`config.mk`:
```
export PLATFORM = sky130hd
export DESIGN_NAME = verificador_nivel
export DESIGN_NICKNAME = d
export VERILOG_FILES = /design/src/rtl/verificador_defs.sv /design/src/rtl/contador_uns.sv /design/src/rtl/verificador_nivel.sv
export SDC_FILE = /design/constraint.sdc
export NUM_CORES = 1
export LEC_CHECK = 0
export ABC_AREA = 1
export CORE_MARGIN = 3
export CORE_UTILIZATION = 30
export DETAILED_ROUTE_END_ITERATION = 12
export PLACE_DENSITY = 0.73
export SYNTH_ARGS = -nofsm -noshare
export SYNTH_HDL_FRONTEND = slang
export SYNTH_HIERARCHICAL = 1
export SYNTH_SLANG_ARGS = --single-unit
```
`constraint.sdc`:
```
create_clock -name clock -period 2.51 [get_ports clock]
set_clock_uncertainty 0.2 [all_clocks]
set_input_delay 0.502 -clock clock [delete_from_list [all_inputs] [get_ports clock]]
set_output_delay 0.502 -clock clock [all_outputs]
set_load 0.01 [all_outputs]
```
`src/rtl/verificador_defs.sv`:
```
// -----------------------------------------------------------------------------
// verificador_defs
//   Shared definitions for the level checker (verificador_nivel) and its
//   popcount helper: FSM state codes, the debug code shown for an illegal
//   state, and the width function for the mismatched-LED counter.
//
//   Contents:
//     estado_t            3-bit FSM state encoding (also exported on db_estado)
//     COD_INVALIDO        debug code reported for any unused state encoding
//     largura_diferencas  bits needed to hold 0 .. linhas*colunas
// -----------------------------------------------------------------------------
package verificador_defs;

    typedef enum logic [2:0] {
        OCIOSO   = 3'd0,
        BUSCA    = 3'd1,
        COMPARA  = 3'd2,
        FIM_OK   = 3'd3,
        FIM_ERRO = 3'd4
    } estado_t;

    localparam logic [2:0] COD_INVALIDO = 3'd7;

    // Width of the mismatch counter: it must represent every value from zero
    // up to one mismatch per LED of the whole board.
    function automatic int largura_diferencas(input int linhas, input int colunas);
        return $clog2(linhas * colunas + 1);
    endfunction

endpackage

```
`src/rtl/contador_uns.sv`:
```
// -----------------------------------------------------------------------------
// contador_uns
//   Combinational popcount: number of bits set in one board row.
//   Only present when CONTA_DIFERENCAS_EN is defined; without that macro the
//   checker stops at the first bad row and has no use for a count, so the
//   module is not compiled at all.
//
//   Parameters:
//     LARGURA  bits in the input word
//     SOMA_W   width of the count (default just wide enough for LARGURA)
//   Ports:
//     dado  in   LARGURA  word to count
//     soma  out  SOMA_W   number of ones in dado
// -----------------------------------------------------------------------------
`ifdef CONTA_DIFERENCAS_EN
module contador_uns #(
    parameter int LARGURA = 8,
    parameter int SOMA_W  = $clog2(LARGURA + 1)
) (
    input  logic [LARGURA-1:0] dado,
    output logic [SOMA_W-1:0]  soma
);

    // NOTE: blocking assignments are correct here -- inside always_comb the
    // running total must be visible to the next loop iteration immediately.
    always_comb begin
        soma = '0;
        for (int i = 0; i < LARGURA; i++) begin
            soma = soma + SOMA_W'(dado[i]);
        end
    end

endmodule
`endif

```
`src/rtl/verificador_nivel.sv`:
```
// -----------------------------------------------------------------------------
// verificador_nivel
//   After each player move, walks the LED-matrix board memory row by row and
//   compares it against the target-pattern memory of the current level. A
//   full match produces a one-cycle nivel_concluido pulse (together with
//   pronto) for the game control unit; any mismatch produces pronto alone.
//
//   Both memories share linha_addr and return data one cycle after the
//   address, so every row costs two cycles: busca (address out) and compara
//   (data back). A full scan reaches fim_* 2*LINHAS cycles after the start
//   edge; pronto/nivel_concluido are decoded from the fim_* state.
//
//   Build option (macro CONTA_DIFERENCAS_EN):
//     defined   - every row is scanned and diferencas accumulates the number
//                 of mismatched LEDs (for the "LEDs remaining" display).
//     undefined - the scan stops at the first mismatching row and diferencas
//                 is tied to zero.
//
//   Parameters:
//     LINHAS   rows scanned (>= 2)
//     COLUNAS  LEDs per row (bits per memory word)
//     ADDR_W   row address width, 2**ADDR_W >= LINHAS
//   Ports:
//     clock            in   1        rising-edge clock
//     reset            in   1        synchronous, active-high
//     zera             in   1        synchronous abort/clear from control unit
//     verificar        in   1        start pulse, only honoured in ocioso
//     linha_addr       out  ADDR_W   row address to both memories
//     tabuleiro_dado   in   COLUNAS  board row, one cycle after linha_addr
//     gabarito_dado    in   COLUNAS  target row, one cycle after linha_addr
//     ocupado          out  1        scan in progress (busca..fim_*)
//     pronto           out  1        one-cycle end-of-scan pulse
//     nivel_concluido  out  1        one-cycle pulse with pronto on a full match
//     diferencas       out  DIF_W    mismatched-LED count (0 without the macro)
//     db_estado        out  3        state code for debug, 7 = illegal state
// -----------------------------------------------------------------------------
module verificador_nivel
    import verificador_defs::*;
#(
    parameter int LINHAS  = 8,
    parameter int COLUNAS = 8,
    parameter int ADDR_W  = 3
) (
    input  logic                                          clock,
    input  logic                                          reset,
    input  logic                                          zera,
    input  logic                                          verificar,
    output logic [ADDR_W-1:0]                             linha_addr,
    input  logic [COLUNAS-1:0]                            tabuleiro_dado,
    input  logic [COLUNAS-1:0]                            gabarito_dado,
    output logic                                          ocupado,
    output logic                                          pronto,
    output logic                                          nivel_concluido,
    output logic [largura_diferencas(LINHAS, COLUNAS)-1:0] diferencas,
    output logic [2:0]                                    db_estado
);

    localparam int                DIF_W  = largura_diferencas(LINHAS, COLUNAS);
    localparam logic [ADDR_W-1:0] ULTIMA = ADDR_W'(LINHAS - 1);

`ifdef CONTA_DIFERENCAS_EN
    localparam bit SAIDA_ANTECIPADA = 1'b0;
`else
    localparam bit SAIDA_ANTECIPADA = 1'b1;
`endif

    estado_t             estado, estado_prox;
    logic [ADDR_W-1:0]   linha, linha_prox;
    // Remembers a mismatch in an earlier row so the last row can still pick
    // fim_erro when every row is scanned.
    logic                falha, falha_prox;
    logic [COLUNAS-1:0]  erro;
    logic                erro_linha;

    assign erro       = tabuleiro_dado ^ gabarito_dado;
    assign erro_linha = |erro;
    assign linha_addr = linha;

    // -------------------------------------------------------------------------
    // Next-state / datapath control
    // -------------------------------------------------------------------------
    // NOTE: every signal written here gets a default before the case; a path
    // that leaves one unassigned would infer a latch.
    always_comb begin
        estado_prox = estado;
        linha_prox  = linha;
        falha_prox  = falha;

        case (estado)
            OCIOSO: begin
                if (verificar) begin
                    estado_prox = BUSCA;
                    linha_prox  = '0;
                    falha_prox  = 1'b0;
                end
            end

            // Address is on linha_addr this cycle; data arrives next cycle.
            BUSCA: estado_prox = COMPARA;

            COMPARA: begin
                if (erro_linha) begin
                    falha_prox = 1'b1;
                end

                if (SAIDA_ANTECIPADA && erro_linha) begin
                    estado_prox = FIM_ERRO;
                    linha_prox  = '0;
                end else if (linha == ULTIMA) begin
                    // Last row ends the scan; linha never wraps, it is parked
                    // at zero so linha_addr reads 0 once back in ocioso.
                    estado_prox = (falha || erro_linha) ? FIM_ERRO : FIM_OK;
                    linha_prox  = '0;
                end else begin
                    estado_prox = BUSCA;
                    linha_prox  = linha + 1'b1;
                end
            end

            FIM_OK, FIM_ERRO: estado_prox = OCIOSO;

            default: begin
                estado_prox = OCIOSO;
                linha_prox  = '0;
            end
        endcase

        // Abort from the control unit overrides everything, including a start
        // request in the same cycle.
        if (zera) begin
            estado_prox = OCIOSO;
            linha_prox  = '0;
            falha_prox  = 1'b0;
        end
    end

    // NOTE: sequential state uses non-blocking assignments so all registers
    // update from the same pre-edge values.
    always_ff @(posedge clock) begin
        if (reset) begin
            estado <= OCIOSO;
            linha  <= '0;
            falha  <= 1'b0;
        end else begin
            estado <= estado_prox;
            linha  <= linha_prox;
            falha  <= falha_prox;
        end
    end

    // -------------------------------------------------------------------------
    // Mismatch counter
    // -------------------------------------------------------------------------
`ifdef CONTA_DIFERENCAS_EN
    localparam int              POP_W   = $clog2(COLUNAS + 1);
    localparam int              SOMA_W  = DIF_W + 1;
    localparam logic [SOMA_W-1:0] DIF_MAX = SOMA_W'(LINHAS * COLUNAS);

    logic [POP_W-1:0]  uns_linha;
    logic [SOMA_W-1:0] soma;
    logic [DIF_W-1:0]  dif, dif_prox;

    contador_uns #(
        .LARGURA (COLUNAS),
        .SOMA_W  (POP_W)
    ) u_contador_uns (
        .dado (erro),
        .soma (uns_linha)
    );

    // One extra bit so the saturation compare sees a true overflow.
    assign soma = {1'b0, dif} + SOMA_W'(uns_linha);

    always_comb begin
        dif_prox = dif;
        if (estado == COMPARA) begin
            dif_prox = (soma > DIF_MAX) ? DIF_MAX[DIF_W-1:0] : soma[DIF_W-1:0];
        end
        // Value is held after the scan until the next accepted start.
        if ((estado == OCIOSO) && verificar) begin
            dif_prox = '0;
        end
        if (zera) begin
            dif_prox = '0;
        end
    end

    always_ff @(posedge clock) begin
        if (reset) begin
            dif <= '0;
        end else begin
            dif <= dif_prox;
        end
    end

    assign diferencas = dif;
`else
    assign diferencas = '0;
`endif

    // -------------------------------------------------------------------------
    // Outputs decoded from state
    // -------------------------------------------------------------------------
    // pronto is masked by zera so an abort landing on a fim_* cycle drops the
    // result instead of reporting it.
    always_comb begin
        ocupado         = 1'b0;
        pronto          = 1'b0;
        nivel_concluido = 1'b0;
        db_estado       = COD_INVALIDO;

        case (estado)
            OCIOSO: begin
                db_estado = OCIOSO;
            end
            BUSCA, COMPARA: begin
                ocupado   = 1'b1;
                db_estado = estado;
            end
            FIM_OK: begin
                ocupado         = 1'b1;
                pronto          = !zera;
                nivel_concluido = !zera;
                db_estado       = FIM_OK;
            end
            FIM_ERRO: begin
                ocupado   = 1'b1;
                pronto    = !zera;
                db_estado = FIM_ERRO;
            end
            default: begin
                db_estado = COD_INVALIDO;
            end
        endcase
    end

endmodule
```
==> reports/qor.log <==
INFO  drt            drt.antenna.violating_nets=0
INFO  placement      placement.io_buffers=28
INFO  timing         rsz0062_at_grt=false
INFO  die            io_pins=36
INFO  die            dieArea=0.00282mm2
INFO  grt            gr-usage-all-layers=0.121
INFO  placement      gp_congestion=0.755
INFO  timing         final.min_clock_period=2.40ns
INFO  yosys          synth_cell_type_count=23
INFO  drt            vias=684
INFO  clock_network  cts_hold_repair.buffers=0
INFO  power          power.static_leakage=0.429nW
INFO  power          totalPowerFinal=0.310mW
INFO  drt            number_of_drc_markers_in_iteration_0=10
INFO  die            die_w=53.2um
INFO  yosys          synth_seq_area_share=0.210
INFO  worst_setup_path critPathKind=flop to primary output
INFO  cells_and_area layout.nets=150
INFO  cells_and_area n_antenna_cell=0
INFO  hold_path      min-delay-path-class=flop to flop
INFO  placement      detailed_place_hpwl=1.30mm
INFO  yosys          postSynth.topFlopCell=dfxtp_1
INFO  clock_network  postCtsSetupBuffers=0
INFO  worst_setup_path cp.arrival=1.70ns
INFO  drt            drc=0
INFO  grt            grt_max_degree=7
INFO  power          power.combinational.fraction=0.288
INFO  cells_and_area fill_cells=217
INFO  worst_setup_path critical_path.endpoint_type=primary output
INFO  clock_network  cts.htree.levels=1
INFO  clock_network  cts_root_buffer=clkbuf_4
INFO  drt            detailedRoute.firstPassIterationCount=4
INFO  cells_and_area finalCoreUtilization=0.477
INFO  drt            per_cell_routed_wire_length=9.40um
INFO  die            die_y=53.2um
INFO  power          seq_power_share=0.376
INFO  yosys          synth_compound_area_frac=0.0901
INFO  clock_network  cts_repair_resize_count=0
INFO  clock_network  sink_count=7
INFO  power          vdd_drop_max=0.276mV
INFO  power          p_per_area=318mW/mm2
INFO  yosys          synthArstFlopShare=0
INFO  yosys          synth.yosys.warnings=6
INFO  yosys          post_synthesis_share_of_cell_area_spent_on_and_or_nand_and_nor_gates=0.439
INFO  clock_network  clock_insertion_delay_worst_skew=0.26ns
INFO  timing         report.final.slew_viol_count=0
INFO  worst_setup_path path_cells=nand3_1 > a21oi_1 > clkdlybuf4s50_1
INFO  yosys          synthXorXnorAreaFrac=0.0657
INFO  grt            first_global_vias=645
INFO  job            max-cap-violations=0
INFO  power          net-switching-power=0.0878mW
INFO  timing         final_min_period_over_clock_period=0.956
INFO  cells_and_area drive_above_1_share=0.165
INFO  outcome        result_of_the_run=finished clean
INFO  worst_setup_path cp_data_required_time=1.81ns
INFO  power          internal-power=0.222mW
INFO  yosys          post_synth_fa_ha_maj_area_fraction=0.0375
INFO  clock_network  clock_tree.buffer_depth=2
INFO  die            core_area=0.00204mm2
INFO  worst_setup_path maximum_single_stage_delay_on_the_critical_path=0.57ns
INFO  clock_network  cts_tree=done
INFO  clock_network  worst_setup_hold_path_clk_slew=0.05ns
INFO  worst_setup_path critical-path-slowest-cell=clkdlybuf4s50_1
INFO  grt            globalRouteOverflowTotal=0
INFO  yosys          avgSynthCellArea=6.88um2
INFO  worst_setup_path worstPathMaxFanout=6
INFO  yosys          post_synth_mux_area_share=0
INFO  worst_setup_path worst_setup_path_start_kind=flop
INFO  drt            avgViaCountPerCell=4.44
INFO  cells_and_area layout-area-overhead-vs-synth=46.0%
INFO  timing         final_hold_viol_count=0
INFO  grt            grt_pass1_wl=2.53mm
INFO  yosys          synthesis.instances=97
INFO  power          netSwitchingFraction=0.283
INFO  clock_network  cts_inserted_buffers=3
INFO  timing         max_freq=417MHz
INFO  yosys          syn-cell-area=667um2
INFO  drt            finalWirelength=1.45mm
INFO  timing         finalSetupViolCount=0
INFO  yosys          yosys_reg_bits=7
INFO  die            initial_core_util=0.327
INFO  timing         totalNegativeSetupSlack=0ns
INFO  placement      placed_area=947um2
INFO  power          clkPwrFrac=0.336
INFO  yosys          combinational_family_with_the_most_area_after_synthesis=simple AND/OR/NAND/NOR gates
INFO  yosys          edff_count_synth=0
INFO  die            std_cell_rows=16
INFO  cells_and_area final_design_area_no_fill=973um2
INFO  grt            grt_antenna_before_repair=0
[flip-flops by register name, indices dropped and copies added (netlist names)]
register    count
falha           1
linha_addr      3
estado          3
[stage by stage]
step / hold slack (ns) / worst slack, ns / std cells
global route: 0.318 / 0.0234 / 154
global placement: 0.273 / 0.209 / 150
floorplan: 0.268 / 0.949 / 103
CTS: 0.299 / 0.107 / 154
finish: 0.295 / 0.112 / 154
detailed placement: 0.291 / 0.141 / 150
[Yosys cell counts, types with 3 or more instances]
master | n | area share
inv_1 | 9 | 0.051
nand2_1 | 24 | 0.14
nor2_1 | 5 | 0.028
a21oi_1 | 7 | 0.053
nor2_4 | 4 | 0.068
xnor2_1 | 5 | 0.066
nand3_1 | 8 | 0.060
dfxtp_1 | 7 | 0.21
nand2_2 | 3 | 0.028
buf_4 | 7 | 0.079
inv_2 | 3 | 0.017
[placed cells by master (no fill, tap or decap)]
cell             synthesis  final
nor2_2                   2      2
nor3_1                   1      1
clkbuf_1                 1      1
conb_1                   1      7
inv_1                    9      9
a21oi_1                  7      7
nand3b_4                 1      1
nand3_1                  8      8
nor2_1                   5      5
a21oi_2                  1      1
nor3b_2                  2      2
o211ai_1                 1      1
nand2_2                  3      3
clkdlybuf4s50_1          0     28
nand2_1                 24     24
xnor2_1                  5      5
nand4_1                  1      1
ha_1                     2      2
o21ai_2                  1      1
nand2_4                  1      1
dfxtp_1                  7      7
nor2_4                   4      4
clkbuf_4                 0      3
inv_2                    3      3
[metal layers]
metal | wire [um] | up-vias | GRT usage
li1 | - | 354 | -
met1 | 565 | 305 | 0.140
met2 | 761 | 21 | 0.211
met3 | 88 | 4 | 0.0254
met4 | 33 | 0 | 0.0511
met5 | 0 | - | 0
[worst max-delay path: cells and delay by family (launching register included)]
kind / cells / cell delay (ns)
compound gates: 1 / 0.19
buf+inv: 1 / 0.57
flops: 1 / 0.50
simple gates: 1 / 0.18
[cell type report]
type                       instances  area, um2  area share
multi-input combinational         76        448       0.460
tap                               27       33.8      0.0347
sequential                         7        140       0.144
clock buffer                       4       26.3      0.0270
inverter                          12       45.0      0.0463
timing repair buffer              28        280       0.288
[logic make-up (layout without fill, tap and decap cells)]
logic type      Yosys count  in the layout
xor+xnor                  5              5
other cells               1              7
fa+ha+maj                 2              2
buf+inv                  20             44
flops                     7              7
compound gates           10             10
simple gates             52             52
[path summary, 6_finish.rpt]
path | from | to | slack, ns | depth (start not counted)
max | estado[1] | pronto | 0.11 | 3
min | linha_addr[1] | linha_addr[1] | 0.29 | 2
max reg2reg | linha_addr[0] | estado[1] | 1.05 | 5
min reg2reg | linha_addr[1] | linha_addr[1] | 0.29 | 2
[power groups by stage]
| stage | logic, mW | registers, mW | clock network, mW |
|---|---|---|---|
| after floorplan | 0.0545 | 0.119 | 0 |
| after global placement | 0.0882 | 0.118 | 0 |
| after detailed placement | 0.0896 | 0.119 | 0 |
| after CTS | 0.0898 | 0.117 | 0.108 |
| after global routing | 0.0989 | 0.117 | 0.115 |
| final | 0.0891 | 0.117 | 0.104 |
(Power assumes the default switching activity.)
